==> config.mk <==
export PLATFORM = sky130hd
export DESIGN_NAME = vram_port_sched
export DESIGN_NICKNAME = d
export VERILOG_FILES = /design/src/rtl/vram_port_sched_pkg.sv /design/src/rtl/vram_port_sched_fill.sv /design/src/rtl/vram_port_sched.sv
export SDC_FILE = /design/constraint.sdc
export NUM_CORES = 1
export LEC_CHECK = 0
export ABC_AREA = 1
export BUFFER_PORTS_ARGS = -buffer_cell sky130_fd_sc_hd__buf_2
export CAP_MARGIN = 20
export CORE_MARGIN = 2
export CORE_UTILIZATION = 44
export DETAILED_ROUTE_END_ITERATION = 16
export GPL_TIMING_DRIVEN = 0
export PLACE_DENSITY = 0.81
export SETUP_SLACK_MARGIN = 0.5
export SLEW_MARGIN = 5
export SYNTH_ARGS = -nofsm -noshare
export SYNTH_HDL_FRONTEND = slang
export SYNTH_HIERARCHICAL = 1
export SYNTH_SLANG_ARGS = --single-unit
==> constraint.sdc <==
create_clock -name clk -period 2.2 [get_ports clk]
set_input_delay 0.44 -clock clk [delete_from_list [all_inputs] [get_ports clk]]
set_output_delay 0.44 -clock clk [all_outputs]
set_load 0.05 [all_outputs]
==> src/rtl/vram_port_sched_pkg.sv <==
// Shared constants and types for the VRAM port-A scheduler: memory map of the
// two tile screens, bus widths and the fill-engine state encoding.
package vram_port_sched_pkg;

   localparam int ADDR_W    = 14;     // VRAM word-address width
   localparam int DATA_W    = 32;     // VRAM word width
   localparam int SCR0_BASE = 2048;   // first word of screen 0 (80x60 tiles)
   localparam int SCR1_BASE = 6848;   // first word of screen 1
   localparam int SCR_WORDS = 4800;   // words per screen
   localparam int CNT_W     = 13;     // fill word counter width, holds 0..SCR_WORDS-1

   typedef enum logic [1:0] {
      FILL_IDLE = 2'd0,
      FILL_RUN  = 2'd1,
      FILL_DONE = 2'd2
   } fill_state_t;

   // Start address of the selected screen, sized to the VRAM address bus.
   function automatic logic [ADDR_W-1:0] screen_base(input logic screen);
      logic [ADDR_W-1:0] base;
      if (screen) begin
         base = ADDR_W'(SCR1_BASE);
      end else begin
         base = ADDR_W'(SCR0_BASE);
      end
      return base;
   endfunction

endpackage

==> src/rtl/vram_port_sched_fill.sv <==
// Screen-fill engine: walks every word of one screen writing a constant value.
// It raises req while it has a word to write and advances only on grant, so it
// tolerates any amount of interleaved CPU traffic.
module vram_port_sched_fill
   import vram_port_sched_pkg::*;
(
   input  logic              clk,
   input  logic              rst,
   input  logic              fill_start,
   input  logic              fill_screen,
   input  logic [DATA_W-1:0] fill_value,
   input  logic              grant,
   output logic              req,
   output logic [ADDR_W-1:0] addr,
   output logic [DATA_W-1:0] wdata,
   output logic              busy,
   output logic              done
);

   localparam logic [CNT_W-1:0] LAST_CNT = CNT_W'(SCR_WORDS - 1);

   fill_state_t       state_r, state_s;
   logic [CNT_W-1:0]  cnt_r, cnt_s;
   logic [ADDR_W-1:0] base_r, base_s;
   logic [DATA_W-1:0] value_r, value_s;

   // State, counter and latched fill parameters; reset abandons any fill silently.
   always_ff @(posedge clk) begin
      if (!rst) begin
         state_r <= FILL_IDLE;
         cnt_r   <= '0;
         base_r  <= '0;
         value_r <= '0;
      end else begin
         state_r <= state_s;
         cnt_r   <= cnt_s;
         base_r  <= base_s;
         value_r <= value_s;
      end
   end

   // Next-state logic: a new start is only accepted from IDLE.
   always_comb begin
      state_s = state_r;
      cnt_s   = cnt_r;
      base_s  = base_r;
      value_s = value_r;
      case (state_r)
         FILL_IDLE: begin
            if (fill_start) begin
               state_s = FILL_RUN;
               cnt_s   = '0;
               base_s  = screen_base(fill_screen);
               value_s = fill_value;
            end else begin
               state_s = FILL_IDLE;
            end
         end
         FILL_RUN: begin
            if (grant) begin
               cnt_s = cnt_r + CNT_W'(1);
               if (cnt_r == LAST_CNT) begin
                  state_s = FILL_DONE;
               end else begin
                  state_s = FILL_RUN;
               end
            end else begin
               state_s = FILL_RUN;
            end
         end
         FILL_DONE: begin
            state_s = FILL_IDLE;
         end
         default: begin
            state_s = FILL_IDLE;
         end
      endcase
   end

   // Outputs decode directly from registered state, so they are glitch-free.
   assign req   = (state_r == FILL_RUN);
   assign busy  = (state_r == FILL_RUN);
   assign done  = (state_r == FILL_DONE);
   assign addr  = base_r + ADDR_W'(cnt_r);
   assign wdata = value_r;

endmodule

==> src/rtl/vram_port_sched.sv <==
// Port-A owner of the tile VRAM. Arbitrates CPU loads/stores against the
// screen-fill engine, returns CPU completions one cycle after grant, and keeps
// the displayed-screen select stable except at a vsync falling edge.
module vram_port_sched
   import vram_port_sched_pkg::*;
(
   input  logic              clk,
   input  logic              rst,
   input  logic              cpu_req,
   input  logic              cpu_we,
   input  logic [ADDR_W-1:0] cpu_addr,
   input  logic [DATA_W-1:0] cpu_wdata,
   output logic [DATA_W-1:0] cpu_rdata,
   output logic              cpu_ack,
   input  logic              fill_start,
   input  logic              fill_screen,
   input  logic [DATA_W-1:0] fill_value,
   output logic              fill_busy,
   output logic              fill_done,
   input  logic              swap_req,
   input  logic              vga_vs,
   output logic              disp_sel,
   output logic              ram_en,
   output logic              ram_we,
   output logic [ADDR_W-1:0] ram_addr,
   output logic [DATA_W-1:0] ram_wdata,
   input  logic [DATA_W-1:0] ram_rdata
);

   logic              cpu_grant_s;
   logic              fill_grant_s;
   logic              fill_req_s;
   logic [ADDR_W-1:0] fill_addr_s;
   logic [DATA_W-1:0] fill_wdata_s;
   logic              ack_r;
   logic              ack_we_r;
   logic              vs_prev_r;
   logic              vs_fall_s;
   logic              swap_pend_r;
   logic              disp_sel_r;

   vram_port_sched_fill u_fill (
      .clk         (clk),
      .rst         (rst),
      .fill_start  (fill_start),
      .fill_screen (fill_screen),
      .fill_value  (fill_value),
      .grant       (fill_grant_s),
      .req         (fill_req_s),
      .addr        (fill_addr_s),
      .wdata       (fill_wdata_s),
      .busy        (fill_busy),
      .done        (fill_done)
   );

   // The CPU is locked out during its own ack cycle, which hands that slot to
   // the fill engine and keeps a continuously requesting CPU from starving it.
   assign cpu_grant_s  = rst & cpu_req & ~ack_r;
   assign fill_grant_s = rst & fill_req_s & ~cpu_grant_s;

   // Steer port A from whichever requester holds the grant this cycle.
   always_comb begin
      ram_en    = 1'b0;
      ram_we    = 1'b0;
      ram_addr  = '0;
      ram_wdata = '0;
      if (cpu_grant_s) begin
         ram_en    = 1'b1;
         ram_we    = cpu_we;
         ram_addr  = cpu_addr;
         ram_wdata = cpu_we ? cpu_wdata : '0;
      end else if (fill_grant_s) begin
         ram_en    = 1'b1;
         ram_we    = 1'b1;
         ram_addr  = fill_addr_s;
         ram_wdata = fill_wdata_s;
      end else begin
         ram_en    = 1'b0;
      end
   end

   // Ack pipeline: remember a CPU grant for one cycle, aligned with RAM read data.
   always_ff @(posedge clk) begin
      if (!rst) begin
         ack_r    <= 1'b0;
         ack_we_r <= 1'b0;
      end else begin
         ack_r    <= cpu_grant_s;
         ack_we_r <= cpu_grant_s & cpu_we;
      end
   end

   assign cpu_ack   = ack_r;
   assign cpu_rdata = (ack_r & ~ack_we_r) ? ram_rdata : '0;

   // Vsync is active-low, so its falling edge marks the start of blanking.
   assign vs_fall_s = vs_prev_r & ~vga_vs;

   // Swap bookkeeping: requests collapse into one pending flag that is consumed
   // at the next vsync falling edge; a request on the edge cycle counts too.
   always_ff @(posedge clk) begin
      if (!rst) begin
         vs_prev_r   <= 1'b0;
         swap_pend_r <= 1'b0;
         disp_sel_r  <= 1'b0;
      end else begin
         vs_prev_r <= vga_vs;
         if (vs_fall_s && (swap_pend_r || swap_req)) begin
            disp_sel_r  <= ~disp_sel_r;
            swap_pend_r <= 1'b0;
         end else if (swap_req) begin
            swap_pend_r <= 1'b1;
         end
      end
   end

   assign disp_sel = disp_sel_r;

endmodule

==> results of run 1 <==
## cell usage after synthesis, types with 2 or more instances
library cell	number	share of area [%]
nand2_2	2	0.37
ha_1	6	2.2
nor2_4	2	0.67
o21ai_0	36	5.4
nand3_2	2	0.59
inv_2	5	0.56
o21ai_1	3	0.45
dfxtp_1	54	32
buf_4	14	3.1
buf_2	10	1.5
nor2_2	2	0.37
nor3_1	2	0.30
nand4_1	5	0.93
nor2_1	121	13
nand4_2	3	1.1
a21oi_1	8	1.2
nand2_1	152	17
inv_1	59	6.6
nand3_1	44	6.5
clkbuf_1	9	1.0
buf_6	2	0.67
xor2_1	5	1.3
## cells by family after synthesis
group | share of synthesized area (%)
XOR/XNOR | 1.30
AND/OR/NAND/NOR | 42.8
flip-flops | 32.1
AO/OA/AOI/OAI | 7.43
buffers and inverters | 13.6
adder cells (fa/ha/maj) | 2.82
## per-stage QoR
stage / hold slack (ns) / utilization [%] / area (um2) / TNS, ns
after floorplan: 0.445 / - / 4220 / 0
after global placement: 0.465 / 73.0 / 5350 / -0.479
after detailed placement: 0.473 / 73.0 / 5350 / -0.453
==> impl_metrics.py, run 1 <==
metrics = {
    "outcome": {
        "outcome": "did not finish",
        "haltStage": "clock tree synthesis",
        "error": "[ERROR DPL-0038] Utilization greater than 100%, impossible to legalize",
    },
    "clock_network": {
        "root_buffer": "clkbuf_8",
        "cts_made_buffers": 5,
        "cts.sinks": 54,
        "clockBufferDepth": 2,
        "postCtsSetupBuffers": 43,
        "ctsResizeCount": 381,
        "holdBufCountCts": 0,
        "cts_max_level": 2,
    },
    "synth": {
        "syn_area_mm2": 0.00337,
        "synth-async-reset-ratio_pct": 0,
        "syn_avg_cell_area_um2": 6.07,
        "yosysUniqueCellTypes": 31,
        "synth-seq-cells": 54,
        "yosysWarnings": 6,
        "syn-instance-count": 555,
        "yosysSeqAreaShare_pct": 32.1,
        "syn_nets": 680,
        "synth-edff-count": 0,
        "synth-main-ff-cell": "dfxtp_1",
    },
    "floorplanning": {
        "die_x_um": 91.5,
        "io_pins": 202,
        "die_y_um": 91.5,
        "fp-row-count": 31,
        "start_util_pct": 45.9,
    },
    "placed_design": {
        "port_buffers": 201,
        "gp_congestion": 0.891,
        "dpl.cell_count": 855,
        "place_hpwl_um": 8940,
        "place_ws_ns": -0.0513,
    },
}
==> run 2, diff against run 1 <==
CORE_UTILIZATION = 40   (was 44)
PLACE_DENSITY = unset   (was 0.81)
PLACE_DENSITY_LB_ADDON = 0.15   (was unset)
SETUP_SLACK_MARGIN = unset   (was 0.5)
==> run 2 against run 1 <==
  * The flow now finishes, with violations (setup timing)
  * Synthesized cell count is the same
  * Synthesized area unchanged
==> impl_metrics.py, run 2 <==
metrics = {
    "drt": {
        "vias": 4215,
        "vias_per_cell": 4.74,
        "drt-initial-drc-count": 215,
        "antenna_left": 0,
        "drc": 0,
        "wl_um": 11500,
        "dr.pass1.iters": 6,
        "avgRoutedWirePerCell_um": 13.0,
    },
    "placed_design": {
        "port_buffers": 201,
        "gp_congestion": 0.831,
        "place_hpwl_um": 8470,
    },
    "grt": {
        "track_usage_pct": 22.9,
        "grt_pass1_wl_um": 16600,
        "grt_max_degree": 19,
        "grt_pass1_vias": 3597,
        "antenna_found_initial": 1,
        "grt-ovfl-total": 0,
    },
    "finish": {
        "area_growth_pct": 56.0,
        "largest_register_ffs": 32,
        "fin_util_pct": 64.2,
        "mostFrequentLayoutCell": "nand2_1",
        "multiInputGateArea_mm2": 0.00198,
        "layout-drive-gt1-share_pct": 41.8,
        "final_cell_mix": "nand2_1 (144), buf_2 (139), nor2_1 (91), buf_4 (76), inv_1 (56)",
        "fillers": 759,
        "nets": 908,
        "ff_latch_area_mm2": 0.00109,
    },
    "clock_network": {
        "cts.sinks": 54,
        "root_buffer": "clkbuf_8",
        "clk_latency_ns": 0.32,
        "cts_max_level": 2,
        "path_clk_slew_ns": 0.11,
        "cts_made_buffers": 5,
        "clockBufferDepth": 2,
        "tritoncts": "built",
    },
    "synth": {
        "synth_area_leader_cell": "dfxtp_1",
        "syn_area_mm2": 0.00337,
        "syn_nets": 680,
        "synth-main-ff-cell": "dfxtp_1",
        "syn-instance-count": 555,
        "yosysUniqueCellTypes": 31,
        "synth-seq-cells": 54,
        "yosysSeqAreaShare_pct": 32.1,
        "synth-edff-count": 0,
        "synth.top_cells.by_area": "dfxtp_1 (32%), nand2_1 (17%), nor2_1 (13%), inv_1 (6.6%), nand3_1 (6.5%)",
        "synth-async-reset-ratio_pct": 0,
        "yosysWarnings": 6,
        "post-synth-top-count-cell": "nand2_1",
        "synthDominantCellAreaShare_pct": 32.1,
        "syn_avg_cell_area_um2": 6.07,
        "synth_commonest_cells": "nand2_1 (152), nor2_1 (121), inv_1 (59)",
    },
    "floorplanning": {
        "core-area_mm2": 0.00818,
        "die_y_um": 95.7,
        "fp-row-count": 33,
        "start_util_pct": 41.2,
        "dieArea_mm2": 0.00917,
        "die_x_um": 95.7,
        "io_pins": 202,
    },
    "pwr": {
        "ir_drop_mv": 0.255,
        "p_leak_nw": 2.97,
        "power_density_mw_per_mm2": 494,
        "total_power_mw": 2.60,
    },
    "worst_setup_path": {
        "end_kind": "output port",
        "cp-start-kind": "flop",
        "reg2reg_depth": 16,
        "worstPathArrival_ns": 1.93,
        "critical_path.max_fanout": 5,
        "cp_data_required_time_ns": 1.76,
        "crit_type": "flop to output port",
    },
    "timing": {
        "fin_tns_setup_ns": -0.535,
        "timing.final.crit_share_pct": 108,
        "fin_ws_ns": -0.170,
        "worstMarginPinSlew_ns": 0.386,
        "maxSlewHeadroom_pct": 74.3,
        "slew_viol_final": 0,
        "period_needed_ns": 2.37,
        "hold-worst-slack_ns": 0.335,
        "skew_ns": 0.0148,
        "rsz0062_at_grt": "yes",
        "clock.fmax_mhz": 422,
        "hold_violations": 0,
        "setup_viol": 6,
    },
    "min_path": {
        "hold_depth": 3,
        "hold_path_class": "input pin to flop",
    },
    "outcome": {
        "outcome": "finished, violations left",
        "violations": "setup timing",
    },
    "flow_run": {
        "maxCapViolations": 0,
    },
}
[run 2: cell counts after synthesis]
No cell type changed its count.
[run 2: area by class of cell]
cell class	instances	share of cell area (%)
Multi-Input combinational cell	402	37.7
Timing Repair Buffer	221	27.2
Sequential cell	54	20.8
Inverter	64	4.79
Buffer	35	4.69
Tap cell	105	2.50
Clock buffer	5	1.31
Clock inverter	3	0.905
Antenna cell	1	0.0476
[run 2: timing repair]
item / in CTS / in global routing
endpoints found under the setup margin: 58 / 75
gates resized for setup: 70 / 80
cloned: 1 / 1
buffers inserted: 10 / 9
hold buffers: 0 / 0
pin swaps: 4 / 10
[run 2: worst paths after layout]
path,from,to,slack (ns)
setup / recovery,u_fill/base_r[9]$_SDFFE_PN0P_,ram_addr[12],-0.17
hold / removal,vga_vs,vs_prev_r$_SDFF_PN0_,0.34
setup reg to reg,u_fill/state_r[1]$_SDFF_PN0_,u_fill/cnt_r[10]$_SDFFE_PN0P_,0.24
hold reg to reg,u_fill/wdata[22]$_SDFFE_PN0P_,u_fill/wdata[22]$_SDFFE_PN0P_,0.49
[run 2: metal layers]
layer	share of wire [%]	wire, um	up-vias	GRT usage, %
met5	0	0	-	0
met4	1.7	201	0	5.71
met3	6.3	732	16	4.07
met2	53	6110	143	42.9
met1	39	4480	1900	26.8
li1	-	-	2156	-
[run 2: stage by stage]
step	std cells	worst slack (ns)	cell area, um2
after floorplan	555	-0.0752	3460
after global placement	861	-0.129	4600
after detailed placement	861	-0.156	4600
after CTS	880	-0.160	5010
after global routing	890	-0.288	5250
final	890	-0.170	5250
[run 2: where the power goes]
group / total (mW) / switching (mW) / internal [mW]
logic: 0.832 / 0.530 / 0.302
clock network: 0.696 / 0.350 / 0.346
registers: 1.07 / 0.0317 / 1.04
total: 2.60 / 0.912 / 1.68
[run 2: kinds of logic (layout without fill, tap and decap cells)]
group | count (synthesis) | in the layout | synth area share [%]
compound gates | 49 | 49 | 7.43
xor+xnor | 5 | 5 | 1.30
fa+ha+maj | 7 | 7 | 2.82
buf+inv | 100 | 328 | 13.6
flops | 54 | 54 | 32.1
other cells | 0 | 1 | 0
simple gates | 340 | 341 | 42.8
[run 2: critical path: stages, from the launching register on]
cell and delay (ns):
dfxtp_4 0.37, buf_6 0.14, fa_2 0.40, nand3_2 0.09, nand2_2 0.07, nand3_1 0.06, nand2_1 0.06, xor2_1 0.12
nand2_1 0.08, nand2_2 0.07, buf_8 0.14
No activity file was read; power rests on OpenSTA's default activity.
